File: src/rtl/rsa_job_scheduler.sv
// rtl/rsa_job_scheduler.sv - round-robin job scheduler sharing one RSA-256 core
// Buffers a 24-word job, bursts it into the core, returns the 8-word result tagged with requester id.
module rsa_job_scheduler #(
  parameter int NREQ    = 2,
  parameter int IDW     = 1,
  parameter int TIMEOUT = 65535,
  parameter int GAP     = 4
) (
  input  logic            clk,
  input  logic            rst_n,
  input  logic [NREQ-1:0] req,
  output logic [NREQ-1:0] gnt,
  input  logic            in_valid,
  input  logic [31:0]     in_data,
  output logic            in_ready,
  output logic            res_valid,
  output logic [31:0]     res_data,
  output logic [IDW-1:0]  res_id,
  output logic            res_last,
  output logic            res_err,
  input  logic            res_ready,
  output logic            core_enable,
  output logic [31:0]     core_data,
  input  logic [31:0]     core_out,
  input  logic            core_flag,
  output logic            busy
);

  typedef enum logic [2:0] {IDLE, LOAD, START, FEED, WAIT, CAPT, RESP, GAPW} state_t;

  state_t         state, state_nxt;
  logic [IDW-1:0] ptr, winner, pick;
  logic           any_req;
  logic [4:0]     cnt;
  logic [2:0]     idx;
  logic [15:0]    tcnt, gcnt;
  logic           err;
  logic [31:0]    job_buf [24];
  logic [31:0]    res_buf [8];
  logic           last_word, timeout_hit, gap_done;

  assign last_word   = (cnt == 5'd23);
  assign timeout_hit = (tcnt == 16'(TIMEOUT - 1));
  assign gap_done    = (gcnt == 16'(GAP - 1));

  // First requesting index at or after ptr, wrapping.
  always_comb begin
    pick    = '0;
    any_req = 1'b0;
    for (int i = 0; i < NREQ; i++) begin
      if (!any_req && req[(int'(ptr) + i) % NREQ]) begin
        pick    = IDW'((int'(ptr) + i) % NREQ);
        any_req = 1'b1;
      end
    end
  end

  always_ff @(posedge clk or negedge rst_n) begin
    if (!rst_n) state <= IDLE;
    else        state <= state_nxt;
  end

  always_comb begin
    state_nxt   = state;
    gnt         = '0;
    in_ready    = 1'b0;
    core_enable = 1'b0;
    core_data   = '0;
    res_valid   = 1'b0;
    res_data    = '0;
    res_id      = '0;
    res_last    = 1'b0;
    res_err     = 1'b0;
    busy        = (state != IDLE);
    case (state)
      IDLE: if (any_req) state_nxt = LOAD;
      LOAD: begin
        gnt[winner] = 1'b1;
        in_ready    = 1'b1;
        if (in_valid && last_word) state_nxt = START;
      end
      START: begin
        core_enable = 1'b1;
        state_nxt   = FEED;
      end
      FEED: begin
        core_enable = 1'b1;
        core_data   = job_buf[cnt];
        if (last_word) state_nxt = WAIT;
      end
      WAIT: begin
        core_enable = 1'b1;
        if (core_flag)        state_nxt = CAPT;
        else if (timeout_hit) state_nxt = RESP;
      end
      CAPT: begin
        core_enable = 1'b1;
        if (idx == 3'd7) state_nxt = RESP;
      end
      RESP: begin
        res_valid = 1'b1;
        res_id    = winner;
        res_err   = err;
        res_last  = err || (idx == 3'd7);
        res_data  = err ? 32'd0 : res_buf[idx];
        if (res_ready && res_last) state_nxt = GAPW;
      end
      GAPW: if (gap_done) state_nxt = IDLE;
      default: state_nxt = IDLE;
    endcase
  end

  always_ff @(posedge clk or negedge rst_n) begin
    if (!rst_n) begin
      ptr    <= '0;
      winner <= '0;
      cnt    <= '0;
      idx    <= '0;
      tcnt   <= '0;
      gcnt   <= '0;
      err    <= 1'b0;
    end else begin
      case (state)
        IDLE: if (any_req) begin
          winner <= pick;
          ptr    <= (pick == IDW'(NREQ - 1)) ? '0 : pick + 1'b1;
          cnt    <= '0;
          idx    <= '0;
          err    <= 1'b0;
        end
        LOAD:  if (in_valid) cnt <= last_word ? 5'd0 : cnt + 5'd1;
        START: cnt <= '0;
        FEED: begin
          cnt  <= last_word ? 5'd0 : cnt + 5'd1;
          tcnt <= '0;
        end
        WAIT: begin
          if (core_flag) idx <= 3'd1;
          else if (timeout_hit) begin
            err <= 1'b1;
            idx <= 3'd0;
          end else if (tcnt != 16'hFFFF) tcnt <= tcnt + 16'd1;
        end
        // idx wraps 7 -> 0 so RESP starts at word 0.
        CAPT: idx <= idx + 3'd1;
        RESP: begin
          gcnt <= '0;
          if (res_ready && !res_last) idx <= idx + 3'd1;
        end
        GAPW: if (gcnt != 16'hFFFF) gcnt <= gcnt + 16'd1;
        default: ;
      endcase
    end
  end

  always_ff @(posedge clk) begin
    if (state == LOAD && in_valid)  job_buf[cnt] <= in_data;
    if (state == WAIT && core_flag) res_buf[0]   <= core_out;
    if (state == CAPT)              res_buf[idx] <= core_out;
  end

endmodule
File: config.mk
export PLATFORM = sky130hd
export DESIGN_NAME = rsa_job_scheduler
export DESIGN_NICKNAME = d
export VERILOG_FILES = /design/src/rtl/rsa_job_scheduler.sv
export SDC_FILE = /design/constraint.sdc
export NUM_CORES = 1
export LEC_CHECK = 0
export CORE_MARGIN = 2
export CORE_UTILIZATION = 50
export CTS_CLUSTER_DIAMETER = 60
export DETAILED_ROUTE_END_ITERATION = 12
export PLACE_DENSITY = 0.67
export SETUP_SLACK_MARGIN = 0.15
export SLEW_MARGIN = 20
export SYNTH_ARGS = -nofsm -noshare
export SYNTH_HDL_FRONTEND = slang
export SYNTH_SLANG_ARGS = --single-unit
export TNS_END_PERCENT = 50
File: constraint.sdc
create_clock -name clk -period 11.8 [get_ports clk]
set_input_delay 2.36 -clock clk [delete_from_list [all_inputs] [get_ports clk]]
set_output_delay 2.36 -clock clk [all_outputs]
set_load 0.1 [all_outputs]
Word-level counts from Yosys, hierarchy flattened
Memory sizes are Yosys's and may differ from the RTL's.
Index checks and enable logic that the tools add are counted.
{ "word_totals": {"regBits": 46, "ram_bits": 1024, "input_bits": 71, "output_inout_bits": 73, "wordCells": 133, "mem_count": 2} }
{ "mem_list": {"columns": ["memory", "depth", "width", "read_ports", "rd_clocked_by_memory_dff", "write_ports", "line", "text"], "rows": [
  ["job_buf", 24, 32, 1, 0, 1, "38", "logic [31:0] job_buf [24];"],
  ["res_buf", 8, 32, 1, 0, 1, "39", "logic [31:0] res_buf [8];"]
]} }
{ "classes": {"n_addsub": 6, "n_lt_le_gt_ge": 4, "eq_ne": 27, "muxes": 59, "bitwise": 1, "n_reduce_logical": 26} }
{ "ops": {"columns": ["cell", "count"], "rows": [
  ["2-to-1 mux 32 bit", 4],
  ["2-to-1 mux 16 bit", 4],
  ["one-hot mux 16 bit (2 select lines)", 2],
  ["2-to-1 mux 3 bit", 13],
  ["adder 16 x 1 -> 16 bit (second input constant)", 2],
  ["inequality test 16 bit (second input constant)", 2],
  ["OR reduction 32 bit", 1],
  ["2-to-1 mux 1 bit", 27],
  ["inequality test 2 bit (second input constant)", 13],
  ["one-hot mux 3 bit (8 select lines)", 1],
  ["one-hot mux 5 bit (4 select lines)", 1],
  ["== test 16 bit (second input constant)", 1],
  ["== test 16 x 2 -> 1 bit (second input constant)", 1],
  ["== test 3 bit (second input constant)", 5],
  ["2-to-1 mux 5 bit", 3],
  ["one-hot mux 3 bit (4 select lines)", 1],
  ["AND reduction 4 bit", 3],
  ["nonzero test 4 bit", 2],
  ["logical AND 1 bit", 7],
  ["AND reduction 7 bit", 1],
  ["== test 3 x 2 -> 1 bit (second input constant)", 2],
  ["nonzero test 2 bit", 3],
  ["adder 5 x 1 -> 5 bit (second input constant)", 1],
  ["== test 5 bit (second input constant)", 1],
  ["18 further kinds", 22]
]} }

Longest topological paths before layout
Gate-level depths: netlist of run 1.
{ "depth": {"depth_word": 9, "ltp_mapped": 8, "ltp_nobuf": 7} }

Worst setup path after synthesis of run 1
No wires, ideal clock.
{ "synth_timing": {"path_type": "reg2out", "start": "register cnt[1]", "end": "output core_data[10]", "arrival_time_ps": 3340, "required_time_ps": 9440, "slack_ps": 6100, "stages_incl_launch_ff": 8, "cell_sequence": "dfrtp_1 > clkbuf_1 > clkbuf_1 > buf_2 > clkbuf_1 > mux4_2 > a22oi_1 > a31oi_1"} }
{ "synth_via": {"elab_chain_len": 2} }
{ "synth_lines": {"columns": ["element", "line", "text"], "rows": [
  ["start, declared", "34", "logic [4:0] cnt;"],
  ["start signal, assigned", "131", "LOAD: if (in_valid) cnt <= last_word ? 5'd0 : cnt + 5'd1;"],
  ["start signal, assigned", "134", "cnt <= last_word ? 5'd0 : cnt + 5'd1;"],
  ["memory (24 x 32 bit)", null, null],
  ["2-to-1 mux 32 bit", "75", "case (state)"],
  ["end, declared", "23", "output logic [31:0] core_data,"]
]} }
No other way between the ends.

Worst setup path in the final report of run 1
{ "layout_timing": {"start": "register cnt[1]", "end": "output core_data[0]"} }
Same word-level chain as after synthesis.

==> impl_metrics.prom, run 1 <==
# TYPE chip_impl_metric gauge
chip_impl_info{name="critical_path.startpoint",value="cnt[1]"} 1
chip_impl_metric{name="reg2reg_slack",unit="ps"} 8170
chip_impl_metric{name="timing.max_cap.violations",unit=""} 0
chip_impl_metric{name="post_cts_resize_count",unit=""} 0
chip_impl_metric{name="num_vias",unit=""} 20341
chip_impl_metric{name="yosys.area_share.simple",unit="%"} 2.80
chip_impl_metric{name="initial_antenna_violation_count",unit=""} 4
chip_impl_metric{name="rr_worst_depth",unit=""} 5
chip_impl_metric{name="compound_gate_portion_of_the_synthesized_area",unit="%"} 2.98
chip_impl_metric{name="clkLatencyLatePin",unit="ps"} 680
chip_impl_metric{name="share_comb_of_total_power",unit="%"} 22.4
chip_impl_info{name="holdCritStartpoint",value="ptr"} 1
chip_impl_metric{name="core",unit="sq um"} 82100
chip_impl_metric{name="layout.nets",unit=""} 2235
chip_impl_metric{name="clock-sinks",unit=""} 1070
chip_impl_metric{name="worst-endpoint-required",unit="ps"} 9440
chip_impl_metric{name="globalRoute.totalOverflow",unit=""} 0
chip_impl_metric{name="synth_cell_type_count",unit=""} 56
chip_impl_metric{name="worst_setup_hold_path_clk_slew",unit="ps"} 60
chip_impl_metric{name="clock_power_share",unit="%"} 33.8
chip_impl_metric{name="vias_per_cell",unit=""} 6.14
chip_impl_metric{name="io-pin-count",unit=""} 144
chip_impl_info{name="cp-start-kind",value="flop"} 1
chip_impl_info{name="status",value="complete, no violations"} 1
chip_impl_metric{name="number_of_global_route_vias_before_repair",unit=""} 21160
chip_impl_metric{name="postSynthRegisterBits",unit=""} 1070
chip_impl_metric{name="maxSlewViolCount",unit=""} 0
chip_impl_metric{name="initial_utilization",unit="%"} 50.6
chip_impl_info{name="cts_tree",value="yes"} 1
chip_impl_metric{name="postCtsHoldBufs",unit=""} 0
chip_impl_info{name="synth.top_cells.by_area",value="sky130_fd_sc_hd__edfxtp_1, sky130_fd_sc_hd__mux4_2, sky130_fd_sc_hd__dfrtp_1, sky130_fd_sc_hd__a22oi_1, sky130_fd_sc_hd__mux2_2"} 1
chip_impl_info{name="crit-reg2reg-launch",value="state[2]"} 1
chip_impl_metric{name="finalSetupViolations",unit=""} 0
chip_impl_metric{name="detailed_placement_wirelength_estimate",unit="mm"} 47.1
chip_impl_metric{name="floorplan.die.height",unit="um"} 292
chip_impl_metric{name="ir_worst_vdd",unit="uV"} 163
chip_impl_info{name="yosysMostFrequentCell",value="sky130_fd_sc_hd__edfxtp_1"} 1
chip_impl_metric{name="final.min_clock_period",unit="ps"} 7380
chip_impl_metric{name="synthesis.area_per_instance",unit="sq um"} 21.2
chip_impl_metric{name="area_growth_syn_to_layout",unit="%"} 15.6
chip_impl_metric{name="worstMarginPinSlew",unit="ps"} 1130
chip_impl_metric{name="die_width",unit="um"} 292
chip_impl_metric{name="total_negative_slack_for_setup_checks",unit="ps"} 0
chip_impl_metric{name="power.internal",unit="mW"} 7.07
chip_impl_info{name="combinational_family_with_the_most_area_after_synthesis",value="multiplexers"} 1
chip_impl_metric{name="hold_path_depth",unit=""} 1
chip_impl_metric{name="drc",unit=""} 0
chip_impl_metric{name="max_clock_freq",unit="GHz"} 0.136
chip_impl_metric{name="yosysTopAreaCellShare",unit="%"} 74.1
chip_impl_metric{name="place.port_buffers",unit=""} 143
chip_impl_metric{name="finalWeightedCongestion",unit=""} 0.745
chip_impl_metric{name="count_of_flip_flops_with_a_built_in_enable_after_synthesis",unit=""} 1024
chip_impl_metric{name="worst_slew_margin_rel",unit="%"} 24.1
chip_impl_metric{name="synthCells",unit=""} 1960
chip_impl_metric{name="finalCoreUtilization",unit="%"} 58.5
chip_impl_metric{name="drt_pre_antenna_iters",unit=""} 5
chip_impl_metric{name="die-area",unit="sq um"} 85300
chip_impl_info{name="rsz0062_at_grt",value="false"} 1
chip_impl_metric{name="total_switching_power",unit="mW"} 2.94
chip_impl_metric{name="final_layout_size_suffix_gt1_share",unit="%"} 24.5
chip_impl_metric{name="drt_wl_total",unit="mm"} 93.2
chip_impl_metric{name="cts_setup_buffers",unit=""} 0
chip_impl_metric{name="grt_max_degree",unit=""} 96
chip_impl_info{name="synth.cells.most_frequent",value="sky130_fd_sc_hd__edfxtp_1, sky130_fd_sc_hd__mux4_2, sky130_fd_sc_hd__nor2_1, sky130_fd_sc_hd__nand2_1, sky130_fd_sc_hd__a22oi_1"} 1
chip_impl_metric{name="final_hold_viol_count",unit=""} 0
chip_impl_metric{name="route.antenna.remaining_nets",unit=""} 0
chip_impl_metric{name="clockBufferDepth",unit=""} 3
chip_impl_metric{name="worstPathArrival",unit="ps"} 5020
chip_impl_metric{name="cellPowerDensity",unit="nW/um^2"} 208
chip_impl_metric{name="syn_nets",unit=""} 2040
chip_impl_metric{name="grt_use_total",unit="%"} 22.0
chip_impl_metric{name="cts_max_level",unit=""} 3
chip_impl_metric{name="largest_fanout_on_the_critical_path",unit=""} 75
chip_impl_metric{name="avgRoutedWirePerCell",unit="um"} 28.1
chip_impl_metric{name="cts-buffers-inserted",unit=""} 108
chip_impl_info{name="timing.setup.critical_path_class",value="reg2out"} 1
chip_impl_metric{name="synth-adder-area-share",unit="%"} 0.271
chip_impl_metric{name="synthesis_warnings",unit=""} 0
chip_impl_info{name="ctsRootBufferMaster",value="sky130_fd_sc_hd__clkbuf_16"} 1
chip_impl_metric{name="synthMuxAreaShare",unit="%"} 15.7
chip_impl_metric{name="async_flop_share",unit="%"} 4.30
chip_impl_metric{name="static-leakage-power",unit="nW"} 14.7
chip_impl_metric{name="report.power.total",unit="mW"} 10.0
chip_impl_metric{name="drt_iter0_drc",unit=""} 1969
chip_impl_metric{name="synth_sequential_area_ratio",unit="%"} 76.9
chip_impl_metric{name="pre_cts_setup_slack",unit="ps"} 5150
chip_impl_info{name="synth-main-ff-cell",value="sky130_fd_sc_hd__edfxtp_1"} 1
chip_impl_metric{name="finalWorstSetupSlack",unit="ps"} 4420
chip_impl_info{name="hold_path.class",value="reg2reg"} 1
chip_impl_metric{name="yosys.area_share.xor_xnor",unit="%"} 0.190
chip_impl_metric{name="rows",unit=""} 105
chip_impl_metric{name="finalCritPeriodShare",unit="%"} 62.5
chip_impl_metric{name="switching_share",unit="%"} 29.4
chip_impl_metric{name="grt_first_pass_wirelength",unit="mm"} 138
chip_impl_metric{name="hold_slack",unit="ps"} 491
chip_impl_metric{name="pwr-share-seq",unit="%"} 43.8
chip_impl_info{name="worst_setup_path_end_kind",value="primary output"} 1
chip_impl_info{name="synth_largest_area_cell",value="sky130_fd_sc_hd__edfxtp_1"} 1
chip_impl_metric{name="timing.clock.skew",unit="ps"} 26.8
chip_impl_metric{name="syn_area",unit="sq um"} 41500
## sequential cells by signal, indices dropped and copies added, names as in the netlist
register  cells
job_buf     768
res_buf     256
gcnt         16
tcnt         16
cnt           5
idx           3
state         3
err           1
ptr           1
winner        1
## cell usage in the layout, fill, tap and decap left out, types with 25 or more instances in the layout
cell type / count
sky130_fd_sc_hd__a22oi_1: 64
sky130_fd_sc_hd__a31oi_1: 37
sky130_fd_sc_hd__buf_4: 49
sky130_fd_sc_hd__clkbuf_1: 25
sky130_fd_sc_hd__clkbuf_16: 108
sky130_fd_sc_hd__clkdlybuf4s50_1: 142
sky130_fd_sc_hd__dfrtp_1: 39
sky130_fd_sc_hd__edfxtp_1: 1024
sky130_fd_sc_hd__mux2_2: 35
sky130_fd_sc_hd__mux2i_1: 37
sky130_fd_sc_hd__mux4_2: 256
sky130_fd_sc_hd__nand2_1: 76
sky130_fd_sc_hd__nor2_1: 56
sky130_fd_sc_hd__nor2_4: 30
## final cells by class
class	instances	area, sq um
Fill cell	5814	34100
Sequential cell	1070	31900
Multi-Input combinational cell	773	9370
Clock buffer	133	2800
Timing Repair Buffer	192	1810
Tap cell	1070	1340
Clock inverter	66	726
Inverter	10	37.5
Antenna cell	1	2.50
## through the flow
step | cell area, sq um | cells
4_1_cts | 48000 | 3314
3_3_place_gp | 44500 | 3115
6_report | 48000 | 3315
3_5_place_dp | 44500 | 3115
2_1_floorplan | 41500 | 1960
5_1_grt | 48000 | 3315
## logic make-up (layout without fill, tap and decap cells)
logic type | after synthesis | in the layout
AO/OA/AOI/OAI | 176 | 176
XOR/XNOR | 9 | 9
adder cells (fa/ha/maj) | 9 | 9
buffers and inverters | 117 | 401
flip-flops | 1070 | 1070
multiplexers | 328 | 328
other | 0 | 1
AND/OR/NAND/NOR | 251 | 251
## final timing paths
path | endpoint
worst min-delay path | ptr
min in group asynchronous | gcnt[8]
worst min register to register | ptr
max in group asynchronous | cnt[0]
worst max-delay path | core_data[0]
worst max register to register | job_buf[20][19]
## critical path: stages, from the launching register on
cell and delay (ps):
sky130_fd_sc_hd__dfrtp_4 1020, sky130_fd_sc_hd__buf_4 1010, sky130_fd_sc_hd__mux4_2 380, sky130_fd_sc_hd__a22oi_1 90
sky130_fd_sc_hd__a31oi_1 530, sky130_fd_sc_hd__clkdlybuf4s50_1 1240
## routing by layer
metal / wire (um) / up-vias / share of wire, % / GRT usage [%]
li1: - / 8594 / - / -
met1: 38200 / 10842 / 41 / 30.7
met2: 46600 / 753 / 50 / 36.3
met3: 6250 / 146 / 6.7 / 3.68
met4: 2180 / 6 / 2.3 / 6.53
met5: 35 / - / 0.038 / 0
## power by group through the flow
stage	logic (mW)	clock network, mW	registers [mW]
after detailed placement	2.26	0	4.46
after global placement	2.24	0	4.46
final	2.24	3.38	4.38
after floorplan	1.79	0	4.36
after global routing	2.37	3.58	4.40
after CTS	2.27	3.43	4.39
Note: power is estimated with default switching activity, not from simulation.
==> run 2: changes to the inputs <==
Settings changed: PLACE_DENSITY 0.67 to 0.7.
Clock period 11.8 ns to 6.25 ns, I/O delays scaled along.
==> run 2 against run 1 <==
Effect of this change: critical path depth is 1 higher; die area did not move; via count up 1.5%; sequential cell count unchanged; sequential share of layout area down 0.13 points; wire length increased by 1.3%; critical endpoint is now core_data[8]; highest routed layer unchanged.
==> impl_metrics.prom, run 2 (same netlist as run 1, synthesis figures left out) <==
# TYPE chip_impl_metric gauge
chip_impl_metric{name="postCtsHoldBufs",unit=""} 0
chip_impl_metric{name="floorplan.die.height",unit="um"} 292
chip_impl_metric{name="final_layout_size_suffix_gt1_share",unit="%"} 26.8
chip_impl_metric{name="num_vias",unit=""} 20655
chip_impl_metric{name="maxSlewViolCount",unit=""} 0
chip_impl_metric{name="ir_worst_vdd",unit="uV"} 351
chip_impl_metric{name="drc",unit=""} 0
chip_impl_metric{name="number_of_global_route_vias_before_repair",unit=""} 21400
chip_impl_metric{name="die_width",unit="um"} 292
chip_impl_info{name="critical-path-slowest-cell",value="sky130_fd_sc_hd__clkdlybuf4s50_1"} 1
chip_impl_metric{name="clock-sinks",unit=""} 1070
chip_impl_metric{name="cts_setup_buffers",unit=""} 0
chip_impl_metric{name="initial_antenna_violation_count",unit=""} 6
chip_impl_metric{name="initial_utilization",unit="%"} 50.6
chip_impl_metric{name="clkLatencyLatePin",unit="ps"} 680
chip_impl_info{name="ctsRootBufferMaster",value="sky130_fd_sc_hd__clkbuf_16"} 1
chip_impl_info{name="cts_tree",value="yes"} 1
chip_impl_metric{name="max_clock_freq",unit="GHz"} 0.184
chip_impl_metric{name="clockBufferDepth",unit=""} 3
chip_impl_metric{name="pwr-share-seq",unit="%"} 43.5
chip_impl_metric{name="largest_register_ffs",unit=""} 768
chip_impl_metric{name="rows",unit=""} 105
chip_impl_metric{name="worst_setup_hold_path_clk_slew",unit="ps"} 60
chip_impl_metric{name="share_comb_of_total_power",unit="%"} 22.6
chip_impl_metric{name="worst-endpoint-required",unit="ps"} 5000
chip_impl_metric{name="final_hold_viol_count",unit=""} 0
chip_impl_info{name="layout.cells.most_common",value="sky130_fd_sc_hd__edfxtp_1"} 1
chip_impl_info{name="rsz0062_at_grt",value="false"} 1
chip_impl_metric{name="cts-buffers-inserted",unit=""} 106
chip_impl_info{name="hold_path.class",value="reg2reg"} 1
chip_impl_metric{name="place.port_buffers",unit=""} 143
chip_impl_metric{name="switching_share",unit="%"} 29.4
chip_impl_metric{name="drt_pre_antenna_iters",unit=""} 5
chip_impl_metric{name="placed_cells_incl_taps",unit=""} 3130
chip_impl_metric{name="vias_per_cell",unit=""} 6.21
chip_impl_metric{name="total_negative_slack_for_setup_checks",unit="ps"} 0
chip_impl_metric{name="grt_first_pass_wirelength",unit="mm"} 139
chip_impl_metric{name="route.antenna.remaining_nets",unit=""} 0
chip_impl_info{name="timing.setup.critical_path_class",value="reg2out"} 1
chip_impl_metric{name="static-leakage-power",unit="nW"} 14.9
chip_impl_metric{name="drt_iter0_drc",unit=""} 2068
chip_impl_metric{name="die-area",unit="sq um"} 85300
chip_impl_metric{name="critPathMaxStageDelay",unit="ps"} 1050
chip_impl_metric{name="final.min_clock_period",unit="ps"} 5430
chip_impl_metric{name="total_switching_power",unit="mW"} 5.57
chip_impl_info{name="status",value="complete, no violations"} 1
chip_impl_metric{name="timing.max_cap.violations",unit=""} 0
chip_impl_metric{name="finalSetupViolations",unit=""} 0
chip_impl_info{name="crit_path_cell_trace",value="buf_4 > mux4_2 > mux2_2 > nand2_1 > a31oi_1 > clkdlybuf4s50_1"} 1
chip_impl_metric{name="cellPowerDensity",unit="nW/um^2"} 394
chip_impl_info{name="largestRegisters",value="job_buf: 768 flops, res_buf: 256 flops"} 1
chip_impl_metric{name="grt_max_degree",unit=""} 60
chip_impl_metric{name="area_growth_syn_to_layout",unit="%"} 15.9
chip_impl_metric{name="io-pin-count",unit=""} 144
chip_impl_metric{name="hold_path_depth",unit=""} 1
chip_impl_metric{name="rr_worst_depth",unit=""} 5
chip_impl_metric{name="finalCritPeriodShare",unit="%"} 87.0
chip_impl_metric{name="clock_power_share",unit="%"} 33.9
chip_impl_metric{name="avgRoutedWirePerCell",unit="um"} 28.4
chip_impl_metric{name="largest_fanout_on_the_critical_path",unit=""} 35
chip_impl_metric{name="grt_use_total",unit="%"} 22.2
chip_impl_metric{name="finalWeightedCongestion",unit=""} 0.775
chip_impl_metric{name="power.internal",unit="mW"} 13.4
chip_impl_metric{name="layout.nets",unit=""} 2248
chip_impl_info{name="cp-start-kind",value="flop"} 1
chip_impl_info{name="mostFrequentLayoutCells",value="sky130_fd_sc_hd__edfxtp_1, sky130_fd_sc_hd__mux4_2, sky130_fd_sc_hd__clkbuf_16, sky130_fd_sc_hd__buf_4, sky130_fd_sc_hd__clkdlybuf4s50_1"} 1
chip_impl_metric{name="finalNonFillerCells",unit=""} 3326
chip_impl_metric{name="timing.clock.skew",unit="ps"} 53.7
chip_impl_metric{name="worst_slew_margin_rel",unit="%"} 25.1
chip_impl_metric{name="detailed_placement_wirelength_estimate",unit="mm"} 51.4
chip_impl_metric{name="post_cts_resize_count",unit=""} 0
chip_impl_metric{name="drt_wl_total",unit="mm"} 94.4
chip_impl_info{name="worst_setup_path_end_kind",value="primary output"} 1
chip_impl_metric{name="core",unit="sq um"} 82100
chip_impl_metric{name="worstMarginPinSlew",unit="ps"} 1120
chip_impl_info{name="top_register",value="job_buf"} 1
chip_impl_metric{name="cts_max_level",unit=""} 3
chip_impl_metric{name="globalRoute.totalOverflow",unit=""} 0
chip_impl_metric{name="worstPathArrival",unit="ps"} 4180
[run 2: worst max-delay path, delay by kind of cell (launching register included)]
kind,cells,cell delay [ps]
buffers and inverters,2,1450
AND/OR/NAND/NOR,1,80
AO/OA/AOI/OAI,1,170
multiplexers,2,820
flip-flops,1,960
[run 2: layout make-up]
class / instances / area, sq um
Fill cell: 5739 / 34000
Multi-Input combinational cell: 773 / 9370
Tap cell: 1070 / 1340
Antenna cell: 1 / 2.50
Inverter: 10 / 37.5
Clock buffer: 128 / 2760
Clock inverter: 67 / 802
Timing Repair Buffer: 207 / 1870
Sequential cell: 1070 / 31900
[run 2: layer usage]
layer	vias up	global-route usage, %	share of wire, %
li1	8625	-	-
met1	10985	29.6	39
met2	843	36.9	50
met3	192	4.31	7.4
met4	10	7.82	3.3
met5	-	0	0.070
[run 2: through the flow]
stage               hold WS, ps  total power, mW  cell area (sq um)  worst slack, ps  utilization, %
finish                      507             19.0              48100              816            58.6
global route                541             19.6              48100              600            58.6
CTS                         500             19.1              48100              707            58.6
detailed placement          491             12.7              44500             1460            54.2
global placement            475             12.6              44500             1490            54.2
floorplan                   459             11.6              41500             1660               -
[run 2: power groups by stage]
stage | combinational, mW | sequential, mW | clock (mW)
2_1_floorplan | 3.38 | 8.23 | 0
3_3_place_gp | 4.25 | 8.39 | 0
3_5_place_dp | 4.30 | 8.41 | 0
4_1_cts | 4.32 | 8.25 | 6.52
5_1_grt | 4.52 | 8.28 | 6.78
6_report | 4.28 | 8.25 | 6.43
[run 2: final timing paths]
kind | startpoint | to | slack [ps]
max in group asynchronous | rst_n | cnt[1] | 5170
setup reg to reg | cnt[0] | job_buf[11][21] | 2450
setup / recovery | cnt[0] | core_data[8] | 820
hold / removal | ptr | ptr | 510
hold reg to reg | ptr | ptr | 510
min in group asynchronous | rst_n | gcnt[9] | 590
==> run 3: changes to the inputs <==
Settings changed: RECOVER_POWER from default to 50, TNS_END_PERCENT 50 to default.
==> run 3 against run 2 <==
Effect of this change: the run now ends with max-capacitance violations, max-slew violations left; sequential cell count stayed put; first-iteration DRC count decreased by 0.44%; combinational power about the same; clock skew decreased by 3.8 ps; wire length is 0.20% lower; critical path depth stayed put; via count barely moved; power hardly changed; core utilization about the same; largest power group unchanged; clock-buffer cell count is the same; largest cell class unchanged; final cell count about the same.
==> impl_metrics.prom, run 3 (same netlist as run 1, synthesis figures left out) <==
# TYPE chip_impl_metric gauge
chip_impl_metric{name="die-area",unit="sq um"} 85300
chip_impl_info{name="layout.cells.most_common",value="sky130_fd_sc_hd__edfxtp_1"} 1
chip_impl_info{name="path_delay_family",value="buffers and inverters"} 1
chip_impl_metric{name="maxSlewViolCount",unit=""} 80
chip_impl_metric{name="worstPathArrival",unit="ps"} 4190
chip_impl_info{name="rsz0062_at_grt",value="false"} 1
chip_impl_metric{name="initial_antenna_violation_count",unit=""} 16
chip_impl_metric{name="timing.clock.skew",unit="ps"} 49.9
chip_impl_info{name="mostFrequentLayoutCells",value="sky130_fd_sc_hd__edfxtp_1, sky130_fd_sc_hd__mux4_2, sky130_fd_sc_hd__clkbuf_16, sky130_fd_sc_hd__buf_4, sky130_fd_sc_hd__nand2_1"} 1
chip_impl_metric{name="timing.critical_path.buf_inv",unit=""} 2
chip_impl_info{name="worst_setup_path_end_kind",value="primary output"} 1
chip_impl_metric{name="number_of_global_route_vias_before_repair",unit=""} 21400
chip_impl_metric{name="area_growth_syn_to_layout",unit="%"} 15.8
chip_impl_metric{name="finalCoreUtilization",unit="%"} 58.6
chip_impl_info{name="ctsRootBufferMaster",value="sky130_fd_sc_hd__clkbuf_16"} 1
chip_impl_metric{name="rows",unit=""} 105
chip_impl_metric{name="drt_iter0_drc",unit=""} 2059
chip_impl_metric{name="drt_wl_total",unit="mm"} 94.2
chip_impl_metric{name="finalNonFillerCells",unit=""} 3327
chip_impl_info{name="crit_path_cell_trace",value="buf_4 > mux4_2 > mux2_2 > nand2_1 > a31oi_1 > clkdlybuf4s50_1"} 1
chip_impl_info{name="violations",value="max-capacitance violations, max-slew violations"} 1
chip_impl_metric{name="detailed_placement_wirelength_estimate",unit="mm"} 51.4
chip_impl_metric{name="worst-endpoint-required",unit="ps"} 5000
chip_impl_metric{name="critPathMaxStageDelay",unit="ps"} 1050
chip_impl_metric{name="grt_max_degree",unit=""} 60
chip_impl_metric{name="die_width",unit="um"} 292
chip_impl_metric{name="cts_max_level",unit=""} 3
chip_impl_metric{name="route.antenna.remaining_nets",unit=""} 0
chip_impl_metric{name="initial_utilization",unit="%"} 50.6
chip_impl_metric{name="static-leakage-power",unit="nW"} 14.9
chip_impl_metric{name="worst_setup_hold_path_clk_slew",unit="ps"} 70
chip_impl_metric{name="finalSetupViolations",unit=""} 0
chip_impl_metric{name="postLayoutCellArea",unit="sq um"} 48100
chip_impl_info{name="top_register",value="job_buf"} 1
chip_impl_metric{name="placed_cells_incl_taps",unit=""} 3130
chip_impl_metric{name="post_cts_resize_count",unit=""} 0
chip_impl_metric{name="cts_setup_buffers",unit=""} 0
chip_impl_metric{name="globalRoute.totalOverflow",unit=""} 0
chip_impl_metric{name="finalWeightedCongestion",unit=""} 0.775
chip_impl_metric{name="timing.max_cap.violations",unit=""} 2
chip_impl_metric{name="final.min_clock_period",unit="ps"} 5440
chip_impl_metric{name="dpl-instance-area",unit="sq um"} 44500
chip_impl_metric{name="num_vias",unit=""} 20664
chip_impl_metric{name="drt_pre_antenna_iters",unit=""} 5
chip_impl_metric{name="total_negative_slack_for_setup_checks",unit="ps"} 0
chip_impl_metric{name="io-pin-count",unit=""} 144
chip_impl_metric{name="grt_first_pass_wirelength",unit="mm"} 139
chip_impl_info{name="largestRegisters",value="job_buf: 768 flops, res_buf: 256 flops"} 1
chip_impl_metric{name="vias_per_cell",unit=""} 6.21
chip_impl_metric{name="max_clock_freq",unit="GHz"} 0.184
chip_impl_info{name="cts_tree",value="yes"} 1
chip_impl_metric{name="postCtsHoldBufs",unit=""} 0
chip_impl_metric{name="worst_slew_margin_rel",unit="%"} -72.1
chip_impl_info{name="cp-start-kind",value="flop"} 1
chip_impl_metric{name="largest_register_ffs",unit=""} 768
chip_impl_metric{name="drc",unit=""} 0
chip_impl_metric{name="largest_fanout_on_the_critical_path",unit=""} 35
chip_impl_metric{name="clock-sinks",unit=""} 1070
chip_impl_metric{name="place.port_buffers",unit=""} 143
chip_impl_metric{name="clkLatencyLatePin",unit="ps"} 680
chip_impl_metric{name="floorplan.die.height",unit="um"} 292
chip_impl_info{name="hold_path.class",value="reg2reg"} 1
chip_impl_metric{name="core",unit="sq um"} 82100
chip_impl_metric{name="worstMarginPinSlew",unit="ps"} 2580
chip_impl_info{name="timing.setup.critical_path_class",value="reg2out"} 1
chip_impl_metric{name="final_layout_size_suffix_gt1_share",unit="%"} 26.7
chip_impl_metric{name="finalWorstSetupSlack",unit="ps"} 810
chip_impl_info{name="status",value="finished with violations"} 1
chip_impl_metric{name="cellPowerDensity",unit="nW/um^2"} 394
chip_impl_metric{name="ir_worst_vdd",unit="uV"} 351
chip_impl_metric{name="final_hold_viol_count",unit=""} 0
chip_impl_metric{name="cts-buffers-inserted",unit=""} 106
chip_impl_metric{name="clockBufferDepth",unit=""} 3
chip_impl_metric{name="finalCritPeriodShare",unit="%"} 87.0
chip_impl_metric{name="grt_use_total",unit="%"} 22.2
chip_impl_metric{name="avgRoutedWirePerCell",unit="um"} 28.3
chip_impl_info{name="critical-path-slowest-cell",value="sky130_fd_sc_hd__clkdlybuf4s50_1"} 1
chip_impl_metric{name="layout.nets",unit=""} 2248
chip_impl_metric{name="pre_cts_setup_slack",unit="ps"} 1460
[run 3: changes by cell type in the layout (fill, tap and decap cells not counted), sizes merged]
cell,change
buf,-2
diode,+1
clkdlybuf4s50,-65
dlygate4sd3,+65
clkbuf,+2
[run 3: cell type report]
class	count	area (sq um)
diodes	2	5.00
inverters	10	37.5
repair buffers	207	1860
fillers	5740	34000
clock buffers	128	2760
clock inverters	67	802
flip-flops and latches	1070	31900
multi-input cells	773	9370
well taps	1070	1340
[run 3: final timing paths]
path | startpoint | end | slack (ps) | cells after the start
hold / removal | ptr | ptr | 510 | 1
setup / recovery | cnt[0] | core_data[8] | 810 | 6
min in group asynchronous | rst_n | gcnt[9] | 1380 | 1
max in group asynchronous | rst_n | idx[0] | 3050 | 1
setup reg to reg | cnt[0] | job_buf[19][14] | 2410 | 5
hold reg to reg | ptr | ptr | 510 | 1
[run 3: report_power, final]
group	total [mW]	switching (mW)	internal, mW
clock	6.42	2.68	3.74
sequential	8.25	0.216	8.04
combinational	4.28	2.67	1.61
[run 3: through the flow]
stage,total power [mW],hold slack (ps)
floorplan,11.6,459
global placement,12.6,475
detailed placement,12.7,491
CTS,19.1,500
global route,19.6,541
finish,18.9,507
[run 3: routing by layer]
metal | routed length [um] | share of wire, % | up-vias | track usage [%]
li1 | - | - | 8637 | -
met1 | 36300 | 39 | 10911 | 29.6
met2 | 47300 | 50 | 888 | 36.9
met3 | 7400 | 7.9 | 210 | 4.31
met4 | 3100 | 3.3 | 18 | 7.82
met5 | 115 | 0.12 | - | 0
